`src/rtl/key_schedule_seq.sv`:
```
// key_schedule_seq: iterative PRESENT-style round-key generator.
// Loads a master key and emits one round key per rk_valid/rk_ready handshake.
// Working key i+1 = rotl(K_i, ROT), top nibble through S-box, round index XORed
// into the low CNT_W bits; round key i = top RK_W bits of working key i.
// Optional feature macro: KEY_SCHED_REVERSE_EN adds the reverse port, a
// ROUNDS x RK_W key buffer, and FILL/RPLY states that replay the keys
// last-to-first for decryption. With the macro undefined only forward order exists.
module key_schedule_seq #(
    parameter int KEY_W  = 20,
    parameter int RK_W   = 16,
    parameter int ROUNDS = 8,
    parameter int ROT    = 13,
    localparam int CNT_W = ($clog2(ROUNDS) > 1) ? $clog2(ROUNDS) : 1
) (
    input  logic              clk,
    input  logic              rst,
    input  logic              start,
    input  logic [KEY_W-1:0]  key_in,
`ifdef KEY_SCHED_REVERSE_EN
    input  logic              reverse,
`endif
    output logic              load_ready,
    output logic              rk_valid,
    input  logic              rk_ready,
    output logic [RK_W-1:0]   rk_out,
    output logic [CNT_W-1:0]  rk_idx,
    output logic              done
);

    localparam logic [CNT_W-1:0] LAST_IDX = CNT_W'(ROUNDS - 1);
    localparam logic [CNT_W-1:0] ONE_IDX  = CNT_W'(1);

    typedef enum logic [1:0] {
        S_IDLE = 2'd0,
        S_EMIT = 2'd1,
        S_FILL = 2'd2,
        S_RPLY = 2'd3
    } state_t;

    state_t            state_reg;
    logic [KEY_W-1:0]  work_key_reg;
    logic [KEY_W-1:0]  rot_key;
    logic [KEY_W-1:0]  work_key_next;
    logic [CNT_W-1:0]  idx_next;
    logic [RK_W-1:0]   rk_cur;
    logic              load_ready_reg;
    logic              rk_valid_reg;
    logic [RK_W-1:0]   rk_out_reg;
    logic [CNT_W-1:0]  rk_idx_reg;
    logic              done_reg;
    logic              handshake;

    // 4-bit substitution box applied to the top nibble of the rotated key
    function automatic logic [3:0] sbox4(input logic [3:0] x);
        logic [3:0] y;
        case (x)
            4'h0: y = 4'hC;
            4'h1: y = 4'h5;
            4'h2: y = 4'h6;
            4'h3: y = 4'hB;
            4'h4: y = 4'h9;
            4'h5: y = 4'h0;
            4'h6: y = 4'hA;
            4'h7: y = 4'hD;
            4'h8: y = 4'h3;
            4'h9: y = 4'hE;
            4'hA: y = 4'hF;
            4'hB: y = 4'h8;
            4'hC: y = 4'h4;
            4'hD: y = 4'h7;
            4'hE: y = 4'h1;
            default: y = 4'h2;
        endcase
        return y;
    endfunction

    // Substitution then round-constant injection on an already rotated key.
    // The XOR happens after the S-box so that narrow keys where the two
    // fields overlap still follow the defined order.
    function automatic logic [KEY_W-1:0] key_update(input logic [KEY_W-1:0] rotated,
                                                    input logic [CNT_W-1:0] rnd);
        logic [KEY_W-1:0] k;
        k = rotated;
        k[KEY_W-1 -: 4] = sbox4(rotated[KEY_W-1 -: 4]);
        k = k ^ KEY_W'(rnd);
        return k;
    endfunction

    // Left rotation by ROT is pure wiring: bit gi takes bit gi-ROT (mod KEY_W)
    for (genvar gi = 0; gi < KEY_W; gi++) begin : g_rot
        assign rot_key[gi] = work_key_reg[(gi + KEY_W - ROT) % KEY_W];
    end

    // The update index is the index of the key being produced, i.e. current idx + 1
    assign idx_next      = rk_idx_reg + ONE_IDX;
    assign work_key_next = key_update(rot_key, idx_next);
    assign rk_cur        = work_key_reg[KEY_W-1 -: RK_W];
    assign handshake     = rk_valid_reg & rk_ready;

`ifdef KEY_SCHED_REVERSE_EN
    logic [RK_W-1:0] key_buf [ROUNDS];

    // Store one round key per FILL cycle at the current round index
    always_ff @(posedge clk) begin
        if (state_reg == S_FILL) begin
            key_buf[rk_idx_reg] <= rk_cur;
        end
    end
`endif

    // Control FSM with registered outputs; rk_out only changes on a handshake
    // or a load, so it never depends combinationally on rk_ready.
    always_ff @(posedge clk) begin
        if (rst) begin
            state_reg      <= S_IDLE;
            work_key_reg   <= '0;
            load_ready_reg <= 1'b1;
            rk_valid_reg   <= 1'b0;
            rk_out_reg     <= '0;
            rk_idx_reg     <= '0;
            done_reg       <= 1'b0;
        end else begin
            done_reg <= 1'b0;
            case (state_reg)
                S_IDLE: begin
                    if (start) begin
                        work_key_reg   <= key_in;
                        rk_idx_reg     <= '0;
                        load_ready_reg <= 1'b0;
`ifdef KEY_SCHED_REVERSE_EN
                        if (reverse) begin
                            state_reg <= S_FILL;
                        end else begin
                            state_reg    <= S_EMIT;
                            rk_valid_reg <= 1'b1;
                            rk_out_reg   <= key_in[KEY_W-1 -: RK_W];
                        end
`else
                        state_reg    <= S_EMIT;
                        rk_valid_reg <= 1'b1;
                        rk_out_reg   <= key_in[KEY_W-1 -: RK_W];
`endif
                    end
                end

                S_EMIT: begin
                    if (handshake) begin
                        if (rk_idx_reg == LAST_IDX) begin
                            state_reg      <= S_IDLE;
                            rk_valid_reg   <= 1'b0;
                            load_ready_reg <= 1'b1;
                            done_reg       <= 1'b1;
                        end else begin
                            work_key_reg <= work_key_next;
                            rk_out_reg   <= work_key_next[KEY_W-1 -: RK_W];
                            rk_idx_reg   <= idx_next;
                        end
                    end
                end

`ifdef KEY_SCHED_REVERSE_EN
                S_FILL: begin
                    if (rk_idx_reg == LAST_IDX) begin
                        // The last entry is being written this cycle, so the
                        // first replayed key is forwarded from the working key.
                        state_reg    <= S_RPLY;
                        rk_valid_reg <= 1'b1;
                        rk_out_reg   <= rk_cur;
                    end else begin
                        work_key_reg <= work_key_next;
                        rk_idx_reg   <= idx_next;
                    end
                end

                S_RPLY: begin
                    if (handshake) begin
                        if (rk_idx_reg == '0) begin
                            state_reg      <= S_IDLE;
                            rk_valid_reg   <= 1'b0;
                            load_ready_reg <= 1'b1;
                            done_reg       <= 1'b1;
                        end else begin
                            rk_out_reg <= key_buf[rk_idx_reg - ONE_IDX];
                            rk_idx_reg <= rk_idx_reg - ONE_IDX;
                        end
                    end
                end
`endif

                default: begin
                    state_reg      <= S_IDLE;
                    rk_valid_reg   <= 1'b0;
                    load_ready_reg <= 1'b1;
                end
            endcase
        end
    end

    assign load_ready = load_ready_reg;
    assign rk_valid   = rk_valid_reg;
    assign rk_out     = rk_out_reg;
    assign rk_idx     = rk_idx_reg;
    assign done       = done_reg;

endmodule

```
`config.mk`:
```
export PLATFORM = sky130hd
export DESIGN_NAME = key_schedule_seq
export DESIGN_NICKNAME = d
export VERILOG_FILES = /design/src/rtl/key_schedule_seq.sv
export SDC_FILE = /design/constraint.sdc
export NUM_CORES = 1
export LEC_CHECK = 0
export ABC_AREA = 1
export ABC_CLOCK_PERIOD_IN_PS = 1600
export BUFFER_PORTS_ARGS = -buffer_cell sky130_fd_sc_hd__clkbuf_2
export CORE_ASPECT_RATIO = 1.75
export CORE_MARGIN = 8
export CORE_UTILIZATION = 47
export DETAILED_ROUTE_END_ITERATION = 7
export GPL_ROUTABILITY_DRIVEN = 0
export PLACE_DENSITY = 0.8
export RECOVER_POWER = 100
export SLEW_MARGIN = 15
export SYNTH_ARGS = -nofsm -noshare
export SYNTH_HDL_FRONTEND = slang
export SYNTH_SLANG_ARGS = --single-unit
```
`constraint.sdc`:
```
create_clock -name clk -period 1.6 [get_ports clk]
set_input_delay 0.4 -clock clk [delete_from_list [all_inputs] [get_ports clk]]
set_output_delay 0.4 -clock clk [all_outputs]
set_load 0.02 [all_outputs]
```
# Word level (Yosys, flattened, before mapping)
# Memories as Yosys holds them, arrays and structs flattened. A register that Yosys moved wholly into a read port is not among the register bits.
# Cells that the tools add are included.
[classes] n_addsub=1 eq_ne=6 mux=27 n_bitwise=4 n_reduce_logical=5
[op_table] cell="20-bit 2-to-1 mux" n=3
[op_table] cell="16-bit 2-to-1 mux" n=3
[op_table] cell="20-bit case mux with 2 select lines" n=1
[op_table] cell="16-bit case mux with 2 select lines" n=1
[op_table] cell="20-bit by 3-bit XOR with 20-bit output" n=1
[op_table] cell="3-bit 2-to-1 mux" n=3
[op_table] cell="4-bit 2-to-1 mux" n=2
[op_table] cell="2-bit inequality test, second input constant" n=4
[op_table] cell="1-bit 2-to-1 mux" n=7
[op_table] cell="2-bit 2-to-1 mux" n=3
[op_table] cell="3-bit case mux with 2 select lines" n=1
[op_table] cell="1-bit case mux with 2 select lines" n=2
[op_table] cell="2-bit case mux with 2 select lines" n=1
[op_table] cell="4-bit AND reduction" n=1
[op_table] cell="3-bit by 1-bit adder with 3-bit output, second input constant" n=1
[op_table] cell="3-bit equality test, second input constant" n=1
[op_table] cell="3-bit AND reduction" n=1
[op_table] cell="3-bit OR reduction" n=1
[op_table] cell="2-bit by 1-bit equality test with 1-bit output, second input constant" n=1
[op_table] cell="2-bit zero test" n=1
[op_table] cell="1-bit NOT" n=2
[op_table] cell="2-bit nonzero test" n=1
[op_table] cell="1-bit AND" n=1
[totals] reg_bits=44 romBits=64 inputBits=24 out_inout_bits=22 elab_cells=51 mem_count=1
[mem_list] name="(no name shown)" depth=16 word_bits=4 rd=1 rd_clocked_by_memory_dff=1 write_ports=0 line_no="56" text="case (x)"

# Depth between registers and ports, before layout
# Gate-level depths: netlist of the first run.
[depth] word_depth=7 ltp_mapped=15 mapped_depth_nobuf=15

# Least setup slack after synthesis of the first run
# No wires, ideal clock.
[synth_timing] path_type="reg-to-reg" from="reg rk_idx_reg[0] (netlist: rk_idx[0])" to="reg work_key_next[16] (netlist name)" arrival_time_ps=1872 slack_ps=-385 stages_incl_launch_ff=14 n_path_buf=1 synth_period_minus_slack_ps=1985 cell_sequence="dfxtp_1 > ha_1 > ha_1 > nand2_1 > nand3_4 > buf_6 > nand2_4 > nand3_4 > inv_1 > ha_1 > nor2_1 > nand3_1 > nand3_1 > nand2_1"
[synth_lines] item="from (decl)" line_no="49" text="logic [CNT_W-1:0] rk_idx_reg;"
[synth_lines] item="from (signal assigned)" line_no="156" text="rk_idx_reg <= idx_next;"

==> impl_metrics.tcl, run 1 <==
set metrics [dict create \
    outcome "finished with violations" \
    violations "setup timing" \
    dr.pass1.iters 4 \
    busiest_layer "met2" \
    path_class "reg2reg" \
    first_iter_violations 82 \
    drive_gt1_share_pct 35.71 \
    syn_inst 232 \
    io_pins 46 \
    cts_root_buf "clkbuf_8" \
    core_area_sq_mm 0.003592 \
    final_util_pct 62.49 \
    synthFlopType "dfxtp_1" \
    p_leak_nw 1.072 \
    endpoint_kind "flop" \
    hold_path.class "in2reg" \
    drv_slew 0 \
    ant_nets 0 \
    irDropWorstVdd_mv 0.9001 \
    crit_required_ns 1.76 \
    max-cap-violations 0 \
    grt_pass1_wl_um 7769 \
    yosys_warnings 0 \
    yosysUniqueCellTypes 26 \
    power_mw 2.142 \
    viasPerCell 5.270 \
    final_common_cell "nand2_1" \
    p_per_area_mw_per_mm2 954.3 \
    die_x_um 62.18 \
    port-buffer-count 45 \
    antenna_found_initial 0 \
    antennaDiodeCount 0 \
    async_flop_share_pct 0 \
    max_clock_freq_ghz 0.5695 \
    hold_violations 0 \
    crit_fanout 5 \
    dpl_worst_slack_ns -0.1888 \
    syn_to_final_growth_pct 27.96 \
    cts_buffers 5 \
    h-tree-depth 2 \
    initial_utilization_pct 48.83 \
    synthesis.area_sq_mm 0.001754 \
    cts_hold_buffers 0 \
    setup_ws_ns -0.1558 \
    layout_common_cells "50 x nand2_1, 31 x clkbuf_2, 26 x dfxtp_1" \
    postPlaceCellArea_sq_mm 0.002022 \
    gr-usage-met1_pct 14.29 \
    use_met3_pct 4.619 \
    ys_seq_area_share_pct 34.24 \
    p_comb_share_pct 31.2 \
    final_area_sq_mm 0.002245 \
    finalCriticalPeriod_ns 1.756 \
    clock_power_share_pct 27.0 \
    tritoncts "done" \
    rsz0062_at_grt "yes" \
    clock_latency_ns 0.27 \
    nNetsFinal 310 \
    power.switching_mw 0.7443 \
    place_inst 313 \
    hpwl_um 3512 \
    finalNonFillerCells 326 \
    setup-tns-final_ns -0.4653 \
    post-route-period-util_pct 109.7 \
    vias 1718 \
    syn-mean-instance-area_sq_um 7.561 \
    grt_pass1_vias 1718 \
    skew_ns 0.005692 \
    synth_edf_count 0 \
    die-height_um 96.82 \
    rows 29 \
    clk_pin_slew_ns 0.07 \
    overflow 0 \
    arrival_ns 1.92 \
    setup_viol 4 \
    routed_wl_um 4873 \
    met2_usage_pct 28.61 \
    pwr-share-seq_pct 41.8 \
    tightest_slew_ns 0.3954 \
    clock-sinks 30 \
    grt_usage_pct 15.56 \
    startpoint_type "flop" \
    ys_ff_latch 30 \
    largest_register_ffs 20 \
    clock_path_buffers 2 \
    intPower_mw 1.398 \
    swShare_pct 34.75 \
    hold_ws_ns 0.3671 \
    dieArea_sq_mm 0.006020 \
    slew_headroom_pct 73.61 \
    grt_max_degree 25 \
    syn-num-nets 263 \
    wl_per_cell_um 14.95 \
    drc 0 \
]
[logic make-up (layout without fill, tap and decap cells)]
logic type | count (synthesis) | count (layout) | share of synthesized area, %
AND/OR/NAND/NOR | 97 | 97 | 27.53
buffers and inverters | 50 | 98 | 16.33
AO/OA/AOI/OAI | 45 | 45 | 15.19
flip-flops | 30 | 30 | 34.24
adder cells (fa/ha/maj) | 7 | 7 | 4.993
multiplexers | 3 | 3 | 1.712
[routing by layer]
metal,wire length [um],up-vias
li1,-,842
met1,1623,815
met2,2835,51
met3,272,10
met4,142,0
met5,0,-
[power groups by stage]
stage	Sequential, mW	Clock, mW	Combinational [mW]
floorplan	0.907	0	0.447
global placement	0.908	0	0.573
detailed placement	0.911	0	0.586
CTS	0.895	0.587	0.633
global route	0.905	0.618	0.733
finish	0.895	0.579	0.668
[path summary, 6_finish.rpt]
kind	from	to	slack [ns]	cells after the start
hold reg to reg	work_key_next[18]	work_key_reg[18]	0.46	2
setup reg to reg	rk_idx[1]	work_key_next[16]	-0.16	12
setup / recovery	rk_idx[1]	work_key_next[16]	-0.16	12
hold / removal	key_in[14]	work_key_reg[14]	0.37	3
[what timing repair did]
| action | in CTS | in global routing |
|---|---|---|
| pin swaps | 14 | 7 |
| buffers inserted | 2 | 3 |
| resized for setup | 17 | 13 |
| hold endpoints to repair | 0 | 0 |
| setup endpoints to repair | 16 | 13 |
[worst max-delay path, cell delays in order (launching register included)]
cell and delay, ns:
dfxtp_4 0.35, ha_4 0.15, ha_4 0.16, inv_2 0.05
nand2_2 0.06, nand2_4 0.10, nand3_4 0.08, nand2_4 0.09
nand2_8 0.07, ha_4 0.29, nand3_1 0.08, nand3_1 0.09
nand2_1 0.06
[synthesized netlist by cell type (3+ instances only)]
library cell  instances  area (sq um)
dfxtp_1              30         600.6
ha_1                  7         87.58
mux2i_1               3         30.03
a31oi_1              10         62.56
o21ai_0              20         100.1
nand2_4               6         67.56
a21oi_1               7         35.03
o22ai_1               3         18.77
nand3_1              23         115.1
inv_1                21         78.83
buf_2                 5         25.02
buf_4                20         150.1
nor2_1                6         22.52
nand2_2               3         18.77
nand2_1              54         202.7
[layout make-up]
| class | count | area, sq um |
|---|---|---|
| Fill cell | 312 | 1348 |
| Multi-Input combinational cell | 152 | 1001 |
| Sequential cell | 30 | 613.1 |
| Timing Repair Buffer | 67 | 389.1 |
| Inverter | 23 | 101.3 |
| Clock buffer | 6 | 72.57 |
| Tap cell | 46 | 57.56 |
| Clock inverter | 2 | 10.01 |
Note: power is estimated with default switching activity, not from simulation.
==> run 2: changes to the inputs <==
--- a/config.mk
+++ b/config.mk
@@ -5,7 +5,6 @@
 export SDC_FILE = /design/constraint.sdc
 export NUM_CORES = 1
 export LEC_CHECK = 0
-export ABC_AREA = 1
 export ABC_CLOCK_PERIOD_IN_PS = 1600
 export BUFFER_PORTS_ARGS = -buffer_cell sky130_fd_sc_hd__clkbuf_2
 export CORE_ASPECT_RATIO = 1.75
@@ -13,9 +12,11 @@
 export CORE_UTILIZATION = 47
 export DETAILED_ROUTE_END_ITERATION = 7
 export GPL_ROUTABILITY_DRIVEN = 0
+export GPL_TIMING_DRIVEN = 0
 export PLACE_DENSITY = 0.8
 export RECOVER_POWER = 100
 export SLEW_MARGIN = 15
 export SYNTH_ARGS = -nofsm -noshare
 export SYNTH_HDL_FRONTEND = slang
 export SYNTH_SLANG_ARGS = --single-unit
+export TNS_END_PERCENT = 50
==> run 2 against run 1 <==
  * The flow still finishes with violations (setup timing)
  * Non-clock buffer count increased by 12
  * Die area fell by 2.1%
  * Via count shrank 9.5%
  * Wire length down 3.8%
  * Critical path depth down 2
  * Sequential share of layout area decreased by 1.4 points
  * Setup slack worse by 0.34 ns
  * Final cell count down 10%
  * Clock skew down 0.00058 ns
  * Worst hold slack better by 0.069 ns
  * Global-route usage rose by 0.24 points
  * Clock power increased by 56%
==> impl_metrics.tcl, run 2 <==
set metrics [dict create \
    outcome "finished with violations" \
    violations "setup timing" \
    yosys_warnings 0 \
    nNetsFinal 277 \
    power_mw 2.360 \
    antennaDiodeCount 0 \
    largest_register_ffs 20 \
    layout_common_cells "27 x buf_4, 27 x dfxtp_1, 26 x clkbuf_1" \
    p_leak_nw 1.004 \
    core_area_sq_mm 0.003556 \
    arrival_ns 2.29 \
    slew_headroom_pct 66.22 \
    final_area_sq_mm 0.002349 \
    antenna_found_initial 0 \
    synthTopCellsByArea "dfxtp_1 35%, mux2i_1 9.4%, buf_4 7.0%, a211oi_1 6.2%, ha_1 5.1%" \
    clock_latency_ns 0.28 \
    async_flop_share_pct 0 \
    clock-sinks 30 \
    routed_wl_um 4688 \
    dr.pass1.iters 4 \
    rsz0062_at_grt "yes" \
    initial_utilization_pct 48.03 \
    synth_edf_count 0 \
    cts_buffers 5 \
    endpoint_kind "flop" \
    drive_gt1_share_pct 38.87 \
    io_pins 46 \
    yosysMostFrequentCell "dfxtp_1" \
    crit_chain "ha_4 > ha_4 > and2b_4 > a32oi_2 > a21o_4 > inv_4 > ha_4 > nor3_2 > nor3_1 > a31oi_1" \
    crit_fanout 6 \
    crit_required_ns 1.80 \
    drc 0 \
    tritoncts "done" \
    syn-num-nets 218 \
    die-height_um 95.75 \
    clock_path_buffers 2 \
    grt_usage_pct 15.79 \
    ys_ff_latch 30 \
    tightest_slew_ns 0.5068 \
    whs_endpoint "work_key_reg[10]" \
    slowest_stage "dfxtp_4" \
    hold_path.class "in2reg" \
    syn_to_final_growth_pct 37.51 \
    clk_pin_slew_ns 0.07 \
    drv_slew 0 \
    synth_top_area_share_pct 35.16 \
    syn-mean-instance-area_sq_um 9.133 \
    startpoint_type "flop" \
    rows 29 \
    ys_seq_area_share_pct 35.16 \
    hpwl_um 3272 \
    h-tree-depth 2 \
    r2r-start "rk_idx[1]" \
    synth_top_area_cell "dfxtp_1" \
    overflow 0 \
    cp_num_buf_inv 1 \
    grt_max_degree 11 \
    cpMostUsedCell "ha_4" \
    p_per_area_mw_per_mm2 1005 \
    finalCriticalPeriod_ns 2.091 \
    max-cap-violations 0 \
    yosysUniqueCellTypes 42 \
    hold_violations 0 \
    cts_root_buf "clkbuf_8" \
    whs_path_depth 3 \
    grt_pass1_vias 1535 \
    max_clock_freq_ghz 0.4782 \
    path_class "reg2reg" \
    setup_ws_ns -0.4913 \
    wl_per_cell_um 16.00 \
    ff2ff_path_depth 10 \
    setup-tns-final_ns -2.024 \
    dieArea_sq_mm 0.005895 \
    ant_nets 0 \
    post-route-period-util_pct 130.7 \
    port-buffer-count 44 \
    r2r_slack_ns -0.49 \
    synthFlopType "dfxtp_1" \
    dpl_worst_slack_ns -0.5969 \
    critPathTopFamily "compound AO/OA/AOI/OAI gates" \
    synth_common_cells "30 x dfxtp_1, 19 x nor2_1, 16 x buf_4, 16 x mux2i_1, 14 x a211oi_1" \
    synthesis.area_sq_mm 0.001708 \
    syn_inst 187 \
    r2r-end "work_key_next[17]" \
    setup_viol 5 \
    postPlaceCellArea_sq_mm 0.002051 \
    vias 1554 \
    cp_slowest_stage_delay_ns 0.36 \
    grt_pass1_wl_um 7044 \
    irDropWorstVdd_mv 0.9827 \
    fillers 318 \
    die_x_um 61.57 \
    first_iter_violations 57 \
    viasPerCell 5.304 \
    skew_ns 0.005108 \
    hp-start "key_in[10]" \
]
[run 2: repair_timing]
item	in CTS	in global routing
gates cloned	0	0
endpoints found under the setup margin	22	22
setup buffers	6	2
gates resized for setup	13	19
hold endpoints to repair	0	0
hold buffers	0	0
pin swaps	3	7
[run 2: worst max-delay path by stage]
stage               startpoint           endpoint  cells after the start
floorplan            rk_idx[0]  work_key_next[18]                      9
global placement     rk_idx[0]  work_key_next[18]                      9
detailed placement   rk_idx[0]  work_key_next[17]                     10
CTS                  rk_idx[0]  work_key_next[19]                      7
global route         rk_idx[1]  work_key_next[17]                     10
finish               rk_idx[1]  work_key_next[17]                     10
[run 2: logic make-up after synthesis]
logic type	count (synthesis)	synth area share, %
xor+xnor	4	2.051
compound gates	40	16.63
buf+inv	35	12.23
fa+ha+maj	7	5.128
simple gates	52	17.44
mux	19	11.35
flops	30	35.17
[run 2: stage by stage]
step	std cells	hold slack [ns]	util, %
floorplan	187	0.4316	-
global placement	277	0.4517	57.67
detailed placement	277	0.4593	57.67
CTS	291	0.4298	64.15
global route	293	0.4451	66.05
finish	293	0.4363	66.05
[run 2: worst register-to-register path: stages, from the launching register on]
cell	delay, ns
dfxtp_4	0.36
ha_4	0.14
ha_4	0.15
and2b_4	0.21
a32oi_2	0.24
a21o_4	0.21
inv_4	0.06
ha_4	0.17
nor3_2	0.21
nor3_1	0.09
a31oi_1	0.18
[run 2: cell type report]
type | count | area (sq um) | share of cell area (%)
Buffer | 27 | 186.4 | 7.938
Clock inverter | 1 | 30.03 | 1.279
Tap cell | 46 | 57.56 | 2.451
Clock buffer | 7 | 107.6 | 4.582
Multi-Input combinational cell | 122 | 1072 | 45.66
Inverter | 8 | 32.53 | 1.385
Timing Repair Buffer | 52 | 252.7 | 10.76
Sequential cell | 30 | 609.3 | 25.95
[run 2: per-layer routing]
layer	up-vias	GRT usage [%]	wire length, um
met5	-	0	0
met3	8	3.614	253
met2	39	29.60	2765
met4	0	7.266	108
met1	738	15.25	1560
li1	769	-	-
[run 2: power by group]
group | leakage (nW) | internal [mW] | switching (mW)
combinational | 0.684 | 0.278 | 0.310
clock | 0.0696 | 0.601 | 0.300
sequential | 0.250 | 0.818 | 0.0528
